### src/rtl/cache_line_fill_pkg.sv
// ============================================================================
// Module      : cache_line_fill_pkg
// Description : Line geometry and refill FSM encoding, shared by the refill
//               engine and the lookup controller.
// Revision    : 1.0 - initial release
// ============================================================================
`default_nettype none

package cache_line_fill_pkg;

    localparam int CLF_WORDS_PER_LINE = 8;
    localparam int CLF_OFFSET_BITS    = 3;

    typedef enum logic [1:0] {
        ST_IDLE = 2'd0,
        ST_REQ  = 2'd1,
        ST_FILL = 2'd2,
        ST_DONE = 2'd3
    } fill_state_e;

endpackage

`default_nettype wire

### src/rtl/fill_word_pairer.sv
// ============================================================================
// Module      : fill_word_pairer
// Description : Holds the even word of each pair and issues a dual-port write
//               (A = held word, B = current word) the cycle after the odd word.
// Revision    : 1.0 - initial release
// ============================================================================
`default_nettype none

module fill_word_pairer #(
    parameter int ADDRESS_SPACE = 12,
    parameter int DATA_SIZE     = 32
) (
    input  logic                     clk,
    input  logic                     rst,
    input  logic                     accept_i,
    input  logic                     odd_i,
    input  logic [DATA_SIZE-1:0]     word_i,
    input  logic [ADDRESS_SPACE-1:0] addr_i,
    output logic                     we_o,
    output logic [ADDRESS_SPACE-1:0] addr_a_o,
    output logic [DATA_SIZE-1:0]     data_a_o,
    output logic [ADDRESS_SPACE-1:0] addr_b_o,
    output logic [DATA_SIZE-1:0]     data_b_o
);

    logic [DATA_SIZE-1:0]     hold_data_q;
    logic [ADDRESS_SPACE-1:0] hold_addr_q;
    logic                     we_q;
    logic [ADDRESS_SPACE-1:0] addr_a_q;
    logic [DATA_SIZE-1:0]     data_a_q;
    logic [ADDRESS_SPACE-1:0] addr_b_q;
    logic [DATA_SIZE-1:0]     data_b_q;

    logic w_hold;
    logic w_pair;

    assign w_hold = accept_i & ~odd_i;
    assign w_pair = accept_i & odd_i;

    always_ff @(posedge clk or posedge rst) begin
        if (rst) begin
            hold_data_q <= '0;
            hold_addr_q <= '0;
            we_q        <= 1'b0;
            addr_a_q    <= '0;
            data_a_q    <= '0;
            addr_b_q    <= '0;
            data_b_q    <= '0;
        end else begin
            we_q <= w_pair;
            if (w_hold) begin
                hold_data_q <= word_i;
                hold_addr_q <= addr_i;
            end
            if (w_pair) begin
                addr_a_q <= hold_addr_q;
                data_a_q <= hold_data_q;
                addr_b_q <= addr_i;
                data_b_q <= word_i;
            end
        end
    end

    // Address/data buses read as zero whenever no write is in flight.
    assign we_o     = we_q;
    assign addr_a_o = we_q ? addr_a_q : '0;
    assign data_a_o = we_q ? data_a_q : '0;
    assign addr_b_o = we_q ? addr_b_q : '0;
    assign data_b_o = we_q ? data_b_q : '0;

endmodule

`default_nettype wire

### src/rtl/cache_line_fill.sv
// ============================================================================
// Module      : cache_line_fill
// Description : Cache line refill engine: requests a line, packs returning
//               words into A/B pair writes and forwards the critical word.
//               Define CACHE_LINE_FILL_CWF_EN for critical-word-first fetch.
// Revision    : 1.0 - initial release
// ============================================================================
`default_nettype none

module cache_line_fill
    import cache_line_fill_pkg::*;
#(
    parameter int ADDRESS_SPACE  = 12,
    parameter int DATA_SIZE      = 32,
    parameter int WORDS_PER_LINE = CLF_WORDS_PER_LINE,
    parameter int OFFSET_BITS    = CLF_OFFSET_BITS
) (
    input  logic                             clk,
    input  logic                             rst,
    input  logic                             fill_req,
    input  logic [ADDRESS_SPACE-OFFSET_BITS-1:0] fill_index,
    input  logic [OFFSET_BITS-1:0]           fill_offset,
    output logic                             mem_req,
    output logic [ADDRESS_SPACE-1:0]         mem_addr,
    input  logic [DATA_SIZE-1:0]             mem_data,
    input  logic                             mem_valid,
    output logic                             mem_ready,
    output logic                             ram_we_a,
    output logic [ADDRESS_SPACE-1:0]         ram_addr_a,
    output logic [DATA_SIZE-1:0]             ram_data_a,
    output logic                             ram_we_b,
    output logic [ADDRESS_SPACE-1:0]         ram_addr_b,
    output logic [DATA_SIZE-1:0]             ram_data_b,
    output logic                             crit_valid,
    output logic [DATA_SIZE-1:0]             crit_data,
    output logic                             busy,
    output logic                             fill_done
);

    localparam int INDEX_BITS = ADDRESS_SPACE - OFFSET_BITS;
    localparam logic [OFFSET_BITS-1:0] LAST_CNT = OFFSET_BITS'(WORDS_PER_LINE - 1);

    fill_state_e state_q, state_d;

    logic [INDEX_BITS-1:0]    index_q;
    logic [OFFSET_BITS-1:0]   crit_off_q;
    logic [OFFSET_BITS-1:0]   start_off_q;
    logic [OFFSET_BITS-1:0]   start_off_d;
    logic [OFFSET_BITS-1:0]   cnt_q, cnt_d;
    logic                     crit_valid_q;
    logic [DATA_SIZE-1:0]     crit_data_q;

    logic                     w_start;
    logic                     w_accept;
    logic                     w_crit_hit;
    logic [OFFSET_BITS-1:0]   w_word_off;
    logic [ADDRESS_SPACE-1:0] w_word_addr;
    logic                     w_pair_we;

`ifdef CACHE_LINE_FILL_CWF_EN
    assign start_off_d = fill_offset;
`else
    assign start_off_d = '0;
`endif

    assign w_start    = (state_q == ST_IDLE) & fill_req;
    assign w_accept   = (state_q == ST_FILL) & mem_valid;
    // Offset arithmetic is OFFSET_BITS wide, so it wraps inside the line.
    assign w_word_off  = start_off_q + cnt_q;
    assign w_word_addr = {index_q, w_word_off};
    assign w_crit_hit  = w_accept & (w_word_off == crit_off_q);

    always_ff @(posedge clk or posedge rst) begin
        if (rst) begin
            state_q <= ST_IDLE;
        end else begin
            state_q <= state_d;
        end
    end

    always_comb begin
        state_d   = state_q;
        mem_req   = 1'b0;
        mem_ready = 1'b0;
        fill_done = 1'b0;
        busy      = 1'b1;
        case (state_q)
            ST_IDLE: begin
                busy = 1'b0;
                if (fill_req) begin
                    state_d = ST_REQ;
                end
            end
            ST_REQ: begin
                mem_req = 1'b1;
                state_d = ST_FILL;
            end
            ST_FILL: begin
                mem_ready = 1'b1;
                if (w_accept && (cnt_q == LAST_CNT)) begin
                    state_d = ST_DONE;
                end
            end
            ST_DONE: begin
                fill_done = 1'b1;
                state_d   = ST_IDLE;
            end
            default: begin
                state_d = ST_IDLE;
            end
        endcase
    end

    always_comb begin
        cnt_d = cnt_q;
        if (w_start) begin
            cnt_d = '0;
        end else if (w_accept) begin
            cnt_d = cnt_q + 1'b1;
        end
    end

    always_ff @(posedge clk or posedge rst) begin
        if (rst) begin
            index_q      <= '0;
            crit_off_q   <= '0;
            start_off_q  <= '0;
            cnt_q        <= '0;
            crit_valid_q <= 1'b0;
            crit_data_q  <= '0;
        end else begin
            cnt_q        <= cnt_d;
            crit_valid_q <= w_crit_hit;
            if (w_crit_hit) begin
                crit_data_q <= mem_data;
            end
            if (w_start) begin
                index_q     <= fill_index;
                crit_off_q  <= fill_offset;
                start_off_q <= start_off_d;
            end
        end
    end

    assign mem_addr   = mem_req ? {index_q, start_off_q} : '0;
    assign crit_valid = crit_valid_q;
    assign crit_data  = crit_data_q;

    fill_word_pairer #(
        .ADDRESS_SPACE (ADDRESS_SPACE),
        .DATA_SIZE     (DATA_SIZE)
    ) u_pairer (
        .clk      (clk),
        .rst      (rst),
        .accept_i (w_accept),
        .odd_i    (cnt_q[0]),
        .word_i   (mem_data),
        .addr_i   (w_word_addr),
        .we_o     (w_pair_we),
        .addr_a_o (ram_addr_a),
        .data_a_o (ram_data_a),
        .addr_b_o (ram_addr_b),
        .data_b_o (ram_data_b)
    );

    // Ports A and B always write together.
    assign ram_we_a = w_pair_we;
    assign ram_we_b = w_pair_we;

endmodule

`default_nettype wire

### config.mk
export PLATFORM = sky130hd
export DESIGN_NAME = cache_line_fill
export DESIGN_NICKNAME = d
export VERILOG_FILES = /design/src/rtl/cache_line_fill_pkg.sv /design/src/rtl/fill_word_pairer.sv /design/src/rtl/cache_line_fill.sv
export SDC_FILE = /design/constraint.sdc
export NUM_CORES = 1
export LEC_CHECK = 0
export BUFFER_PORTS_ARGS = -buffer_cell sky130_fd_sc_hd__buf_2
export CAP_MARGIN = 15
export CORE_MARGIN = 2
export CORE_UTILIZATION = 35
export CTS_CLUSTER_SIZE = 10
export DETAILED_ROUTE_END_ITERATION = 7
export GPL_TIMING_DRIVEN = 0
export PLACE_DENSITY_LB_ADDON = 0.1
export SLEW_MARGIN = 5
export SYNTH_ARGS = -nofsm -noshare
export SYNTH_HDL_FRONTEND = slang
export SYNTH_HIERARCHICAL = 1
export SYNTH_SLANG_ARGS = --single-unit
### constraint.sdc
create_clock -name clk -period 8.8 [get_ports clk]
set_clock_uncertainty 0.1 [all_clocks]
set_input_delay 0.88 -clock clk [delete_from_list [all_inputs] [get_ports clk]]
set_output_delay 0.88 -clock clk [all_outputs]
set_load 0.01 [all_outputs]
## Yosys cells after proc, flatten, opt, wreduce, memory -nomap -nowiden

Cells that the tools add are included.

| word-level totals | value |
|---|---|
| input bits | 48 |
| register bits after elaboration | 183 |
| output and inout bits | 139 |

| cells by class | value |
|---|---|
| $add $sub $neg | 1 |
| eq/ne operators | 7 |
| bitwise operators | 6 |
| multiplexer cells | 14 |
| reduce and logical (&&, ||, !) cells | 4 |

Operator list:

| operator | count |
|---|---|
| $mux W32 | 2 |
| $mux W12 | 3 |
| $pmux W2 S4 | 1 |
| $mux W3 | 2 |
| $and A1 B1 Y1 | 5 |
| $eq A2 B2 Y1 const B | 2 |
| $mux W1 | 4 |
| $mux W2 | 2 |
| $add A3 B1 Y3 const B | 1 |
| $eq A3 B3 Y1 | 1 |
| $eq A3 B3 Y1 const B | 1 |
| $eq A2 B1 Y1 const B | 1 |
| $logic_not A2 Y1 | 1 |
| $ne A2 B1 Y1 const B | 1 |
| $ne A2 B2 Y1 const B | 1 |
| $reduce_and A2 Y1 | 1 |
| $reduce_bool A2 Y1 | 1 |
| $logic_and A1 B1 Y1 | 1 |
| $not A1 Y1 | 1 |

## Logic depth before layout (Yosys ltp)

| depth | value |
|---|---|
| depth in word-level cells | 5 |
| gate-level depth with buffers | 8 |
| gate-level depth less buffers | 7 |

## Cells and area by module

Netlist, hierarchy kept.

Modules (own cells, without submodules):

| module | seq. area each (µm²) | instances | cells each | area each (µm²) |
|---|---|---|---|---|
| fill_word_pairer | 3,328.2 | 1 | 380 | 5,541.6 |
| cache_line_fill | 1,251.2 | 1 | 139 | 2,102.0 |

## Worst setup path after synthesis

OpenSTA, ideal clock, no wires.

| timing path | value |
|---|---|
| kind | input -> register |
| from | input port mem_valid |
| to | register crit_data_q[19], in the netlist crit_data[19] |
| stages | 4 |
| required time | 8.575 ns |
| slack | 6.681 ns |
| path buffers | 1 |
| data arrival time | 1.894 ns |
| path through | nand2_2 -> nor4_4 -> buf_6 -> mux2_2 |

| between the ends | value |
|---|---|
| cells in the longest elaborated chain, start to end | 2 |

RTL lines:

| item | RTL line | source |
|---|---|---|
| start: declaration | cache_line_fill.sv:26 | `input logic mem_valid,` |
| $and A1 B1 Y1 | cache_line_fill.sv:67 | `assign w_accept = (state_q == ST_FILL) & mem_valid;` |
| $and A1 B1 Y1 | cache_line_fill.sv:71 | `assign w_crit_hit = w_accept & (w_word_off == crit_off_q);` |
| end signal: assignment | cache_line_fill.sv:135 | `crit_data_q <= mem_data;` |
| end: declaration | cache_line_fill.sv:51 | `logic [DATA_SIZE-1:0] crit_data_q;` |

No other way between the ends.
A chain may end at the register's enable or synchronous reset.

## Final worst setup path

| timing path | value |
|---|---|
| from | register u_pairer.we_q, in the netlist u_pairer/we_o |
| to | output port ram_data_b[10] |

| between the ends | value |
|---|---|
| cells in the longest elaborated chain, start to end | 1 |

RTL lines:

| item | RTL line | source |
|---|---|---|
| start: declaration | fill_word_pairer.sv:28 | `logic we_q;` |
| start signal: assignment | fill_word_pairer.sv:50 | `we_q <= w_pair;` |
| $mux W32 | fill_word_pairer.sv:69 | `assign data_b_o = we_q ? data_b_q : '0;` |
| end: declaration | cache_line_fill.sv:33 | `output logic [DATA_SIZE-1:0] ram_data_b,` |

No other way between the ends.

==> run_results.csv <==
group,metric,value,unit
setup_path,r2r-end,"crit_data[14]",
power_and_ir_drop,leakage,4.78,nW
synthesis,ys_types,21,
sta,drv_slew,0,
setup_path,path_class,"flop to output port",
synthesis,synth_top_cell_area_share,0.599,
final_layout,diodes,0,
cts,cts_resized,0,
sta,period_needed,3.18,ns
detailed_routing,num_vias,4652,
worst_hold_path,hold_class,"flop to flop",
cts,numCtsBuffers,17,
sta,fin_ws,5.62,ns
sta,setup_viol,0,
cts,cts_tree,"built",
detailed_routing,drt_iter0_drc,171,
power_and_ir_drop,worst_ir_drop_vdd,155,µV
grt,antenna_found_initial,0,
die,ios,187,
detailed_routing,drc,0,
place,dp_hpwl,12800,µm
die,die_y,152,µm
sta,hold_ws,0.384,ns
detailed_routing,wl_per_cell,17.2,µm
die,rows,54,
status,status,"completed",
final_layout,final_common_cell,"buf_2",
synthesis,synth_seq_cells,183,
synthesis,syn_area,7640,µm²
final_layout,design_area,9560,µm²
synthesis,avgSynthCellArea,14.7,µm²
final_layout,layout-area-overhead-vs-synth,25.1,%
cts,cts-root-buf,"clkbuf_16",
grt,overflow,0,
sta,fmaxAchievable,315,MHz
die,core_area,21600,µm²
synthesis,ys_warn_count,6,
sta,post-route-period-util,0.361,
run,drv_cap,0,
sta,hold_viol,0,
place,io_buffer_count,183,
setup_path,cp_max_fo,10,
worst_hold_path,whs_path_depth,1,
synthesis,yosysSeqAreaShare,0.599,
synthesis,postSynthCellCount,519,
setup_path,reg2reg_depth,6,
setup_path,r2r_slack,6.31,ns
place,routabilityCongestion,0.706,
detailed_routing,dr.pass1.iters,4,
detailed_routing,post_drt_via_cell_ratio,4.57,
die,die_width,152,µm
detailed_routing,drt.antenna.violating_nets,0,
setup_path,cp_data_required_time,7.82,ns
final_layout,nets,779,
detailed_routing,drt_wl_total,17500,µm
final_layout,post-route-util,0.442,
cts,cts.sinks,183,
grt,grt_pass1_vias,4976,
cts,cts.path.max_buffers,2,
setup_path,end_kind,"output port",
place,placed_cell_area,8970,µm²
die,dieArea,23000,µm²
cts,path_clk_slew,0.06,ns
setup_path,start_kind,"flop",
cts,clk_latency,0.43,ns
grt,grt.total_usage,0.159,
final_layout,nFillCells,2046,
grt,grt_pass1_wl,27500,µm
cts,htree_levels,4,
worst_hold_path,whs_endpoint,"u_pairer/data_a_q[31]",
setup_path,arrival,2.20,ns
cts,cts_setup_buffers,0,
sta,timing.setup.tns,0,ns
setup_path,crit_start,"u_pairer/we_o",
cts,cts_hold_buffers,0,
final_layout,most-common-layout-cells,"buf_2 (187), dfrtp_1 (183), mux2_2 (122)",
final_layout,drive_gt1_frac,0.491,
grt,grt_max_degree,72,
sta,rsz0062_at_grt,"false",
synthesis,ys_top_cells_by_area,"dfrtp_1 (60%), mux2_2 (18%), mux2_1 (8.1%)",
place,place_ws,5.97,ns
sta,worstMarginPinSlew,0.852,ns
sta,slew_headroom,0.428,
die,start_util,0.354,
synthesis,synth_top_area_cell,"dfrtp_1",
power_and_ir_drop,p_per_area,325,nW/µm²
worst_hold_path,min_from,"u_pairer/data_a_q[31]",
setup_path,r2r_start,"state_q[0]",
[worst max-delay path by stage]
stage / endpoint / slack [ns] / cells after the start
final: ram_data_b[10] / 5.62 / 4
after global placement: u_pairer/data_b_q[29] / 2.66 / 2
after global routing: ram_data_b[14] / 5.43 / 4
after detailed placement: ram_data_b[10] / 5.97 / 4
after CTS: ram_data_b[23] / 5.54 / 4
after floorplan: u_pairer/addr_a_q[0] / 4.27 / 1
[cells in the mapped netlist]
master	count
dfrtp_1	183
mux2_2	122
and2_1	97
mux2_1	55
buf_6	11
clkbuf_1	10
buf_4	6
ha_1	6
inv_1	6
buf_2	4
xor2_1	4
a21oi_1	3
nand2_1	3
mux2i_1	2
a2bb2oi_1	1
conb_1	1
inv_2	1
nand2_2	1
nor2b_1	1
nor4_4	1
o22a_1	1
[per-layer routing]
metal | vias up | track usage | share of wire
met5 | - | 0 | 0
met4 | 0 | 0.0495 | 0.013
met3 | 19 | 0.0419 | 0.061
met2 | 123 | 0.263 | 0.48
met1 | 2345 | 0.204 | 0.44
li1 | 2165 | - | -
[logic make-up (layout without fill, tap and decap cells)]
| group | count (synthesis) | in the layout | share of synthesized area |
|---|---|---|---|
| other cells | 1 | 3 | 0.000491 |
| compound gates | 5 | 5 | 0.00426 |
| buf+inv | 38 | 255 | 0.0331 |
| flops | 183 | 183 | 0.599 |
| simple gates | 103 | 103 | 0.0853 |
| xor+xnor | 4 | 4 | 0.00458 |
| mux | 179 | 179 | 0.263 |
| fa+ha+maj | 6 | 6 | 0.00982 |
[per-stage QoR]
step	instances	power, W
6_report	1018	0.00311
5_1_grt	1018	0.00333
4_1_cts	1018	0.00316
3_5_place_dp	986	0.00239
3_3_place_gp	984	0.00232
2_1_floorplan	521	0.00205
[layout make-up]
class,count,area (µm²),area share
sequential,183,4580,0.479
clock buffer,23,478,0.0500
timing repair buffer,185,963,0.101
clock inverter,9,116,0.0122
tap,280,350,0.0366
multi-input combinational,300,2820,0.295
buffer,31,226,0.0237
inverter,7,31.3,0.00327
[flip-flops by register name (all words and copies together), names as in the netlist]
name                  cells
cnt_q                     3
crit_data                32
crit_off_q                3
crit_valid                1
index_q                   9
state_q                   2
u_pairer/addr_a_q        12
u_pairer/addr_b_q        12
u_pairer/data_a_q        32
u_pairer/data_b_q        32
u_pairer/hold_addr_q     12
u_pairer/hold_data_q     32
u_pairer/we_o             1
[worst max-delay path, stage by stage, from the launching register on]
cell      delay [ns]
dfrtp_1         0.54
clkbuf_1        0.45
clkbuf_1        0.45
and2_1          0.21
buf_2           0.13
[where the power goes]
| group | total [W] | leakage, nW | internal [W] | switching, W |
|---|---|---|---|---|
| logic | 0.000888 | 2.25 | 0.000502 | 0.000387 |
| clock network | 0.000767 | 0.288 | 0.000444 | 0.000323 |
| registers | 0.00146 | 2.24 | 0.00125 | 0.000210 |
| total | 0.00311 | 4.78 | 0.00219 | 0.000919 |
Note: power is estimated with default switching activity, not from simulation.
